--- config.mk ---
export PLATFORM = sky130hd
export DESIGN_NAME = serial_parity_rx
export DESIGN_NICKNAME = d
export VERILOG_FILES = /design/src/rtl/serial_pkg.sv /design/src/rtl/xor_parity_accum.sv /design/src/rtl/serial_parity_rx.sv
export SDC_FILE = /design/constraint.sdc
export NUM_CORES = 1
export LEC_CHECK = 0
export BUFFER_PORTS_ARGS = -buffer_cell sky130_fd_sc_hd__buf_2
export CORE_ASPECT_RATIO = 0.7
export CORE_MARGIN = 2
export CORE_UTILIZATION = 45
export DETAILED_ROUTE_END_ITERATION = 6
export PLACE_DENSITY = 0.67
export REMOVE_ABC_BUFFERS = 1
export SYNTH_ARGS = -nofsm -noshare
export SYNTH_HDL_FRONTEND = slang
export SYNTH_HIERARCHICAL = 1
export SYNTH_SLANG_ARGS = --single-unit
--- constraint.sdc ---
create_clock -name clk -period 2.1 [get_ports clk]
set_input_delay 0.42 -clock clk [delete_from_list [all_inputs] [get_ports clk]]
set_output_delay 0.42 -clock clk [all_outputs]
set_load 0.01 [all_outputs]
--- src/rtl/serial_pkg.sv ---
// Shared definitions for the serial-link receive/generate stages.
package serial_pkg;

    localparam int unsigned DATA_BITS_DEF  = 8;
    localparam int unsigned PARITY_ODD_DEF = 0;
    // Wide enough to count up to the largest legal DATA_BITS (16).
    localparam int unsigned CNT_W          = 5;

    typedef enum logic [1:0] {
        ST_IDLE   = 2'd0,
        ST_DATA   = 2'd1,
        ST_PARITY = 2'd2,
        ST_STOP   = 2'd3
    } state_t;

endpackage

--- src/rtl/xor_parity_accum.sv ---
// 1-bit registered XOR accumulator: p <= clr ? 0 : (en ? p ^ d : p).
module xor_parity_accum (
    input  logic clk,
    input  logic rst_n,
    input  logic clr,
    input  logic en,
    input  logic d,
    output logic p
);

    logic p_q;

    always_ff @(posedge clk) begin
        if (!rst_n) begin
            p_q <= 1'b0;
        end else if (clr) begin
            p_q <= 1'b0;
        end else if (en) begin
            p_q <= p_q ^ d;
        end
    end

    assign p = p_q;

endmodule

--- src/rtl/serial_parity_rx.sv ---
// Serial frame receiver: start, DATA_BITS data (LSB first), parity, stop.
module serial_parity_rx
    import serial_pkg::*;
#(
    parameter int unsigned DATA_BITS  = DATA_BITS_DEF,
    parameter int unsigned PARITY_ODD = PARITY_ODD_DEF
) (
    input  logic                 clk,
    input  logic                 rst_n,
    input  logic                 bit_in,
    input  logic                 bit_valid,
    output logic [DATA_BITS-1:0] data_out,
    output logic                 done,
    output logic                 parity_err,
    output logic                 frame_err,
    output logic                 busy
);

    localparam logic PAR_ODD_BIT = (PARITY_ODD != 0);

    state_t               state_q, state_d;
    logic [CNT_W-1:0]     cnt_q, cnt_d;
    logic [DATA_BITS-1:0] shift_q, shift_d;
    logic [DATA_BITS-1:0] data_q, data_d;
    logic                 rx_par_q, rx_par_d;
    logic                 done_q, done_d;
    logic                 perr_q, perr_d;
    logic                 ferr_q, ferr_d;
    logic                 acc_clr, acc_en, acc_p;

    xor_parity_accum u_acc (
        .clk   (clk),
        .rst_n (rst_n),
        .clr   (acc_clr),
        .en    (acc_en),
        .d     (bit_in),
        .p     (acc_p)
    );

    always_comb begin
        state_d  = state_q;
        cnt_d    = cnt_q;
        shift_d  = shift_q;
        data_d   = data_q;
        rx_par_d = rx_par_q;
        perr_d   = perr_q;
        ferr_d   = ferr_q;
        done_d   = 1'b0;
        acc_clr  = 1'b0;
        acc_en   = 1'b0;
        case (state_q)
            ST_IDLE: begin
                if (bit_valid && !bit_in) begin
                    state_d = ST_DATA;
                    cnt_d   = '0;
                    shift_d = '0;
                    acc_clr = 1'b1;
                end
            end
            ST_DATA: begin
                if (bit_valid) begin
                    // Loop compare avoids indexing with a counter wider than the word.
                    for (int unsigned i = 0; i < DATA_BITS; i++) begin
                        if (cnt_q == CNT_W'(i)) shift_d[i] = bit_in;
                    end
                    acc_en = 1'b1;
                    cnt_d  = cnt_q + 1'b1;
                    if (cnt_q == CNT_W'(DATA_BITS - 1)) state_d = ST_PARITY;
                end
            end
            ST_PARITY: begin
                if (bit_valid) begin
                    rx_par_d = bit_in;
                    state_d  = ST_STOP;
                end
            end
            ST_STOP: begin
                if (bit_valid) begin
                    data_d  = shift_q;
                    perr_d  = rx_par_q ^ acc_p ^ PAR_ODD_BIT;
                    ferr_d  = ~bit_in;
                    done_d  = 1'b1;
                    state_d = ST_IDLE;
                end
            end
            default: state_d = ST_IDLE;
        endcase
    end

    always_ff @(posedge clk) begin
        if (!rst_n) begin
            state_q  <= ST_IDLE;
            cnt_q    <= '0;
            shift_q  <= '0;
            data_q   <= '0;
            rx_par_q <= 1'b0;
            done_q   <= 1'b0;
            perr_q   <= 1'b0;
            ferr_q   <= 1'b0;
        end else begin
            state_q  <= state_d;
            cnt_q    <= cnt_d;
            shift_q  <= shift_d;
            data_q   <= data_d;
            rx_par_q <= rx_par_d;
            done_q   <= done_d;
            perr_q   <= perr_d;
            ferr_q   <= ferr_d;
        end
    end

    assign data_out   = data_q;
    assign done       = done_q;
    assign parity_err = perr_q;
    assign frame_err  = ferr_q;
    assign busy       = (state_q != ST_IDLE);

endmodule

Yosys cells after proc, flatten, opt, wreduce, memory -nomap -nowiden
Index checks and enable logic that the tools add are counted.
Storage, ports and cells
  register bits: 28
  input port bits: 4
  output and inout port bits: 12
  word-level logic and storage cells: 87
Cells by class
  $add $sub $neg: 1
  equality and inequality tests: 22
  multiplexer cells: 24
  bitwise operators: 4
  reduce and logical (&&, ||, !) cells: 20
Operators by type and width (count)
  4-bit AND reduction: 8
  2-bit inequality test (second input constant): 12
  5-bit by 3-bit == test with 1-bit output (second input constant): 4
  8-bit 2-to-1 mux: 2
  8-bit one-hot mux with 2 select lines: 1
  1-bit 2-to-1 mux: 12
  5-bit by 2-bit == test with 1-bit output (second input constant): 2
  2-bit 2-to-1 mux: 5
  5-bit 2-to-1 mux: 2
  5-bit one-hot mux with 2 select lines: 1
  2-bit one-hot mux with 4 select lines: 1
  2-bit AND reduction: 3
  5-bit by 1-bit adder with 5-bit output (second input constant): 1
  5-bit by 1-bit == test with 1-bit output (second input constant): 1
  5-bit zero test: 1
  5-bit AND reduction: 1
  2-bit == test (second input constant): 2
  2-bit nonzero test: 2
  3-bit AND reduction: 1
  2-bit by 1-bit == test with 1-bit output (second input constant): 1
  2-bit zero test: 1
  1-bit inverter: 2
  2-bit OR reduction: 1
  1-bit bitwise XOR: 2
  2 further kinds: 2

Longest topological paths before layout
  depth in word-level cells: 5
  depth in mapped cells: 7

Hierarchy
Netlist, hierarchy kept.
Modules (own cells, without submodules)
  serial_parity_rx: instances 1, cells each 165, area an instance 1333.8 um2, seq. area each 540.5 um2
  xor_parity_accum: instances 1, cells each 5, area an instance 52.6 um2, seq. area each 20.0 um2

Worst setup path after synthesis
Ideal clock, no wire load.
  kind: reg-to-reg
  from: register state_q[0]
  to: register shift_q[7]
  arrival: 1.457 ns
  data required time: 1.975 ns
  path slack: 0.518 ns
  cell stages (with the launch flop): 8
  path buffers: 1
  clock period less this slack: 1.582 ns
  path through: dfxtp_1 inv_1 ha_1 nand2b_1 a21bo_1 buf_2 o211ai_1 o31ai_1
On the way
  longest elaborated chain between the ends: 3
  elaborated cells on any way between the ends: 8
  classes of those cells: 4 x eq/ne; 1 x mux; 3 x reduce/logical
RTL lines
  from (decl): RTL line serial_parity_rx.sv:21  | state_t state_q, state_d;
  from (signal assigned): RTL line serial_parity_rx.sv:101  | state_q <= state_d;
  2-bit by 1-bit == test with 1-bit output or 2-bit zero test (tied branches): RTL line serial_parity_rx.sv:51  | case (state_q)
  2-bit inequality test (no source line) or 2-bit nonzero test (tied branches)
  4-bit AND reduction (no source line)
  to (signal assigned): RTL line serial_parity_rx.sv:103  | shift_q <= shift_d;
  to (decl): RTL line serial_parity_rx.sv:23  | logic [DATA_BITS-1:0] shift_q, shift_d;
Several ways; a longest one is shown, not always the timed one.
A chain may end at the register's enable or synchronous reset.

Worst setup path after layout
  from: register state_q[0]
  to: register cnt_q[0]
On the way
  longest elaborated chain between the ends: 3
  elaborated cells on any way between the ends: 7
  classes of those cells: 3 x eq/ne; 1 x mux; 3 x reduce/logical
RTL lines
  2-bit by 1-bit == test with 1-bit output or 2-bit zero test (tied branches): RTL line serial_parity_rx.sv:51
  2-bit inequality test (no source line) or 2-bit nonzero test (tied branches)
  3-bit AND reduction (no source line)
  to (signal assigned): RTL line serial_parity_rx.sv:102  | cnt_q <= cnt_d;
  to (decl): RTL line serial_parity_rx.sv:22  | logic [CNT_W-1:0] cnt_q, cnt_d;
Several ways; a longest one is shown, not always the timed one.

==> impl_metrics.yaml <==
outcome:
  status: "completed"
power:
  p_per_area_nw_per_um2: 902
  ir_worst_vdd_uv: 551
  p_leak_uw: 0.000624
sta:
  hold_viol: 0
  setup_tns_ns: 0
  fin_worst_skew_ns: 0.00136
  rsz0062_at_grt: "no"
  setup_viol: 0
  min_period_ns: 1.83
  worst-slew-pin-transition_ns: 0.521
  fmax_mhz: 546
  slew-limit-headroom_pct: 65.3
  min_period_over_period_pct: 87.2
  finalMaxSlewViolations: 0
placed_design:
  place.gp.congestion: 0.866
  dp.final_hpwl_microns: 1970
  placed_area_sq_um: 1480
  io_buffers: 15
cts:
  postCtsSetupBuffers: 0
  clkLatencyLatePin_ns: 0.27
  htree_levels: 1
  cts_tree: "done"
  post_cts_resized: 0
  cts_root_buffer: "clkbuf_8"
  cts_buffers: 3
  postCtsHoldBufs: 0
  cts_sinks: 28
  path_clk_slew_ns: 0.09
  clockBufferDepth: 2
drt:
  drt-pass1-iter-count: 4
  drt_wl_total_microns: 2760
  antenna_left: 0
  routedWlPerCell_microns: 12.7
  drc: 0
  viasPerCell: 5.46
  drt_first_iter_violations: 68
  num_vias: 1191
critical_path:
  cp-end-kind: "flop"
  crit_arrival_ns: 2.04
  path_max_fanout: 13
  start_kind: "flop"
  cp.required_ns: 2.31
  worstSetupPathType: "flop to flop"
synthesis:
  syn_avg_cell_area_sq_um: 8.15
  synth_top_area_share_pct: 40.4
  netlist_top_cells_area: "dfxtp_1 (40%), nand2_1 (12%), ha_1 (7.2%), a21boi_0 (5.4%), o22ai_1 (3.6%)"
  synth_top_area_cell: "dfxtp_1"
  yosysUniqueCellTypes: 33
  synth_warnings: 6
  yosysSeqAreaShare_pct: 40.4
  synthCells: 170
  ys_seq_elements: 28
  syn_area_sq_um: 1390
finish:
  area_growth_pct: 10.6
  drive_gt1_share_pct: 12.1
  nets: 195
  diodes: 0
  finish.instance_area_sq_um: 1530
global_route:
  grt_max_degree: 34
  grt-ovfl-total: 0
  grt_usage_pct: 17.0
  grt_pass1_vias: 1054
  grt_pass1_wl_microns: 4850
  antenna_found_initial: 0
floorplanning:
  die_w_microns: 70.3
  rows: 16
  dieHeight_microns: 50.4
  start_util_pct: 48.4
  core_area_sq_um: 2860
  die_area_sq_um: 3550
  io_pins: 16
job:
  maxCapViolations: 0
worst_hold_path:
  hp-class: "flop to flop"
critical path, stage by stage, from the launching register on:
cell and delay, ns:
dfxtp_1 0.37, inv_1 0.09, ha_1 0.30, nand2b_1 0.22, a21bo_1 0.34, or3_1 0.34, a21boi_1 0.12
power breakdown:
part           total [uW]  internal (uW)  switching (uW)  leakage (uW)
logic                 461            167             294      0.000369
clock network         336            168             168     0.0000288
registers             587            562            25.8      0.000226
total                1380            896             488      0.000624
Yosys cell counts:
| library cell | n |
|---|---|
| a21bo_1 | 2 |
| a21boi_0 | 10 |
| a21boi_1 | 2 |
| a21oi_1 | 9 |
| a21oi_2 | 1 |
| and2_1 | 2 |
| and3_1 | 1 |
| and4bb_2 | 1 |
| buf_2 | 4 |
| clkbuf_1 | 4 |
| dfxtp_1 | 28 |
| ha_1 | 8 |
| inv_1 | 7 |
| mux2i_1 | 1 |
| nand2_1 | 45 |
| nand2b_1 | 3 |
| nand3_1 | 3 |
| nand3b_1 | 1 |
| nand4_1 | 3 |
| nand4b_1 | 1 |
| nor2_1 | 6 |
| nor2b_1 | 6 |
| nor4_1 | 1 |
| o2111ai_1 | 1 |
| o211a_1 | 2 |
| o211ai_1 | 1 |
| o21ai_0 | 2 |
| o221ai_1 | 1 |
| o22ai_1 | 8 |
| o311a_1 | 1 |
| o31ai_1 | 1 |
| or3_1 | 1 |
| xnor2_1 | 3 |
cells by family after synthesis:
group,count (synthesis),share of synthesized area (%)
mux,1,0.722
compound gates,41,20.7
fa+ha+maj,8,7.22
xor+xnor,3,1.90
simple gates,74,24.6
buf+inv,15,4.42
flops,28,40.4
final timing paths:
check / cells past startpoint / end / from / slack, ns
setup / recovery: 6 / cnt_q[0] / state_q[0] / 0.27
hold / removal: 2 / data_out[1] / data_out[1] / 0.46
setup reg to reg: 6 / cnt_q[0] / state_q[0] / 0.27
hold reg to reg: 2 / data_out[1] / data_out[1] / 0.46
routing by layer:
metal	track usage, %	routed length [microns]	up-vias
met5	0	0	-
met4	2.88	8	0
met1	24.3	1400	554
li1	-	-	602
met3	4.82	148	2
met2	25.9	1200	33
metrics by stage:
| step | hold slack (ns) | util (%) | cells | setup slack, ns | total power (uW) |
|---|---|---|---|---|---|
| final | 0.462 | 53.6 | 218 | 0.269 | 1380 |
| after global routing | 0.492 | 53.6 | 218 | 0.117 | 1470 |
| after CTS | 0.468 | 53.6 | 218 | 0.276 | 1390 |
| after detailed placement | 0.454 | 51.7 | 214 | 0.297 | 1050 |
| after global placement | 0.449 | 51.7 | 214 | 0.390 | 1020 |
| after floorplan | 0.436 | - | 162 | 0.423 | 920 |
sequential cells by signal (all words and copies together) (netlist names):
register / cells
cnt_q: 5
data_out: 8
done: 1
frame_err: 1
parity_err: 1
rx_par_q: 1
shift_q: 8
state_q: 2
u_acc/p: 1
cell usage in the layout, fill, tap and decap left out, types with 2 or more instances in the layout:
cell type  synthesis  final
nand4_1            3      3
a21oi_1            9      9
nor2b_1            6      6
a21boi_0          10     10
a21boi_1           2      2
and2_1             2      2
a21bo_1            2      2
nand2b_1           3      3
xnor2_1            3      3
nand2_1           45     45
ha_1               8      8
clkbuf_8           0      4
buf_2              4     15
nand3_1            3      3
nor2_1             6      6
o22ai_1            8      8
inv_1              7      7
o21ai_0            2      2
dfxtp_1           28     28
o211a_1            2      2
layout make-up:
class / instances / area, sq um
Multi-Input combinational cell: 127 / 764
Tap cell: 36 / 45.0
Clock buffer: 4 / 55.1
Fill cell: 269 / 1330
Sequential cell: 28 / 561
Inverter: 7 / 26.3
Timing Repair Buffer: 16 / 82.6
No activity file was read; power rests on OpenSTA's default activity.
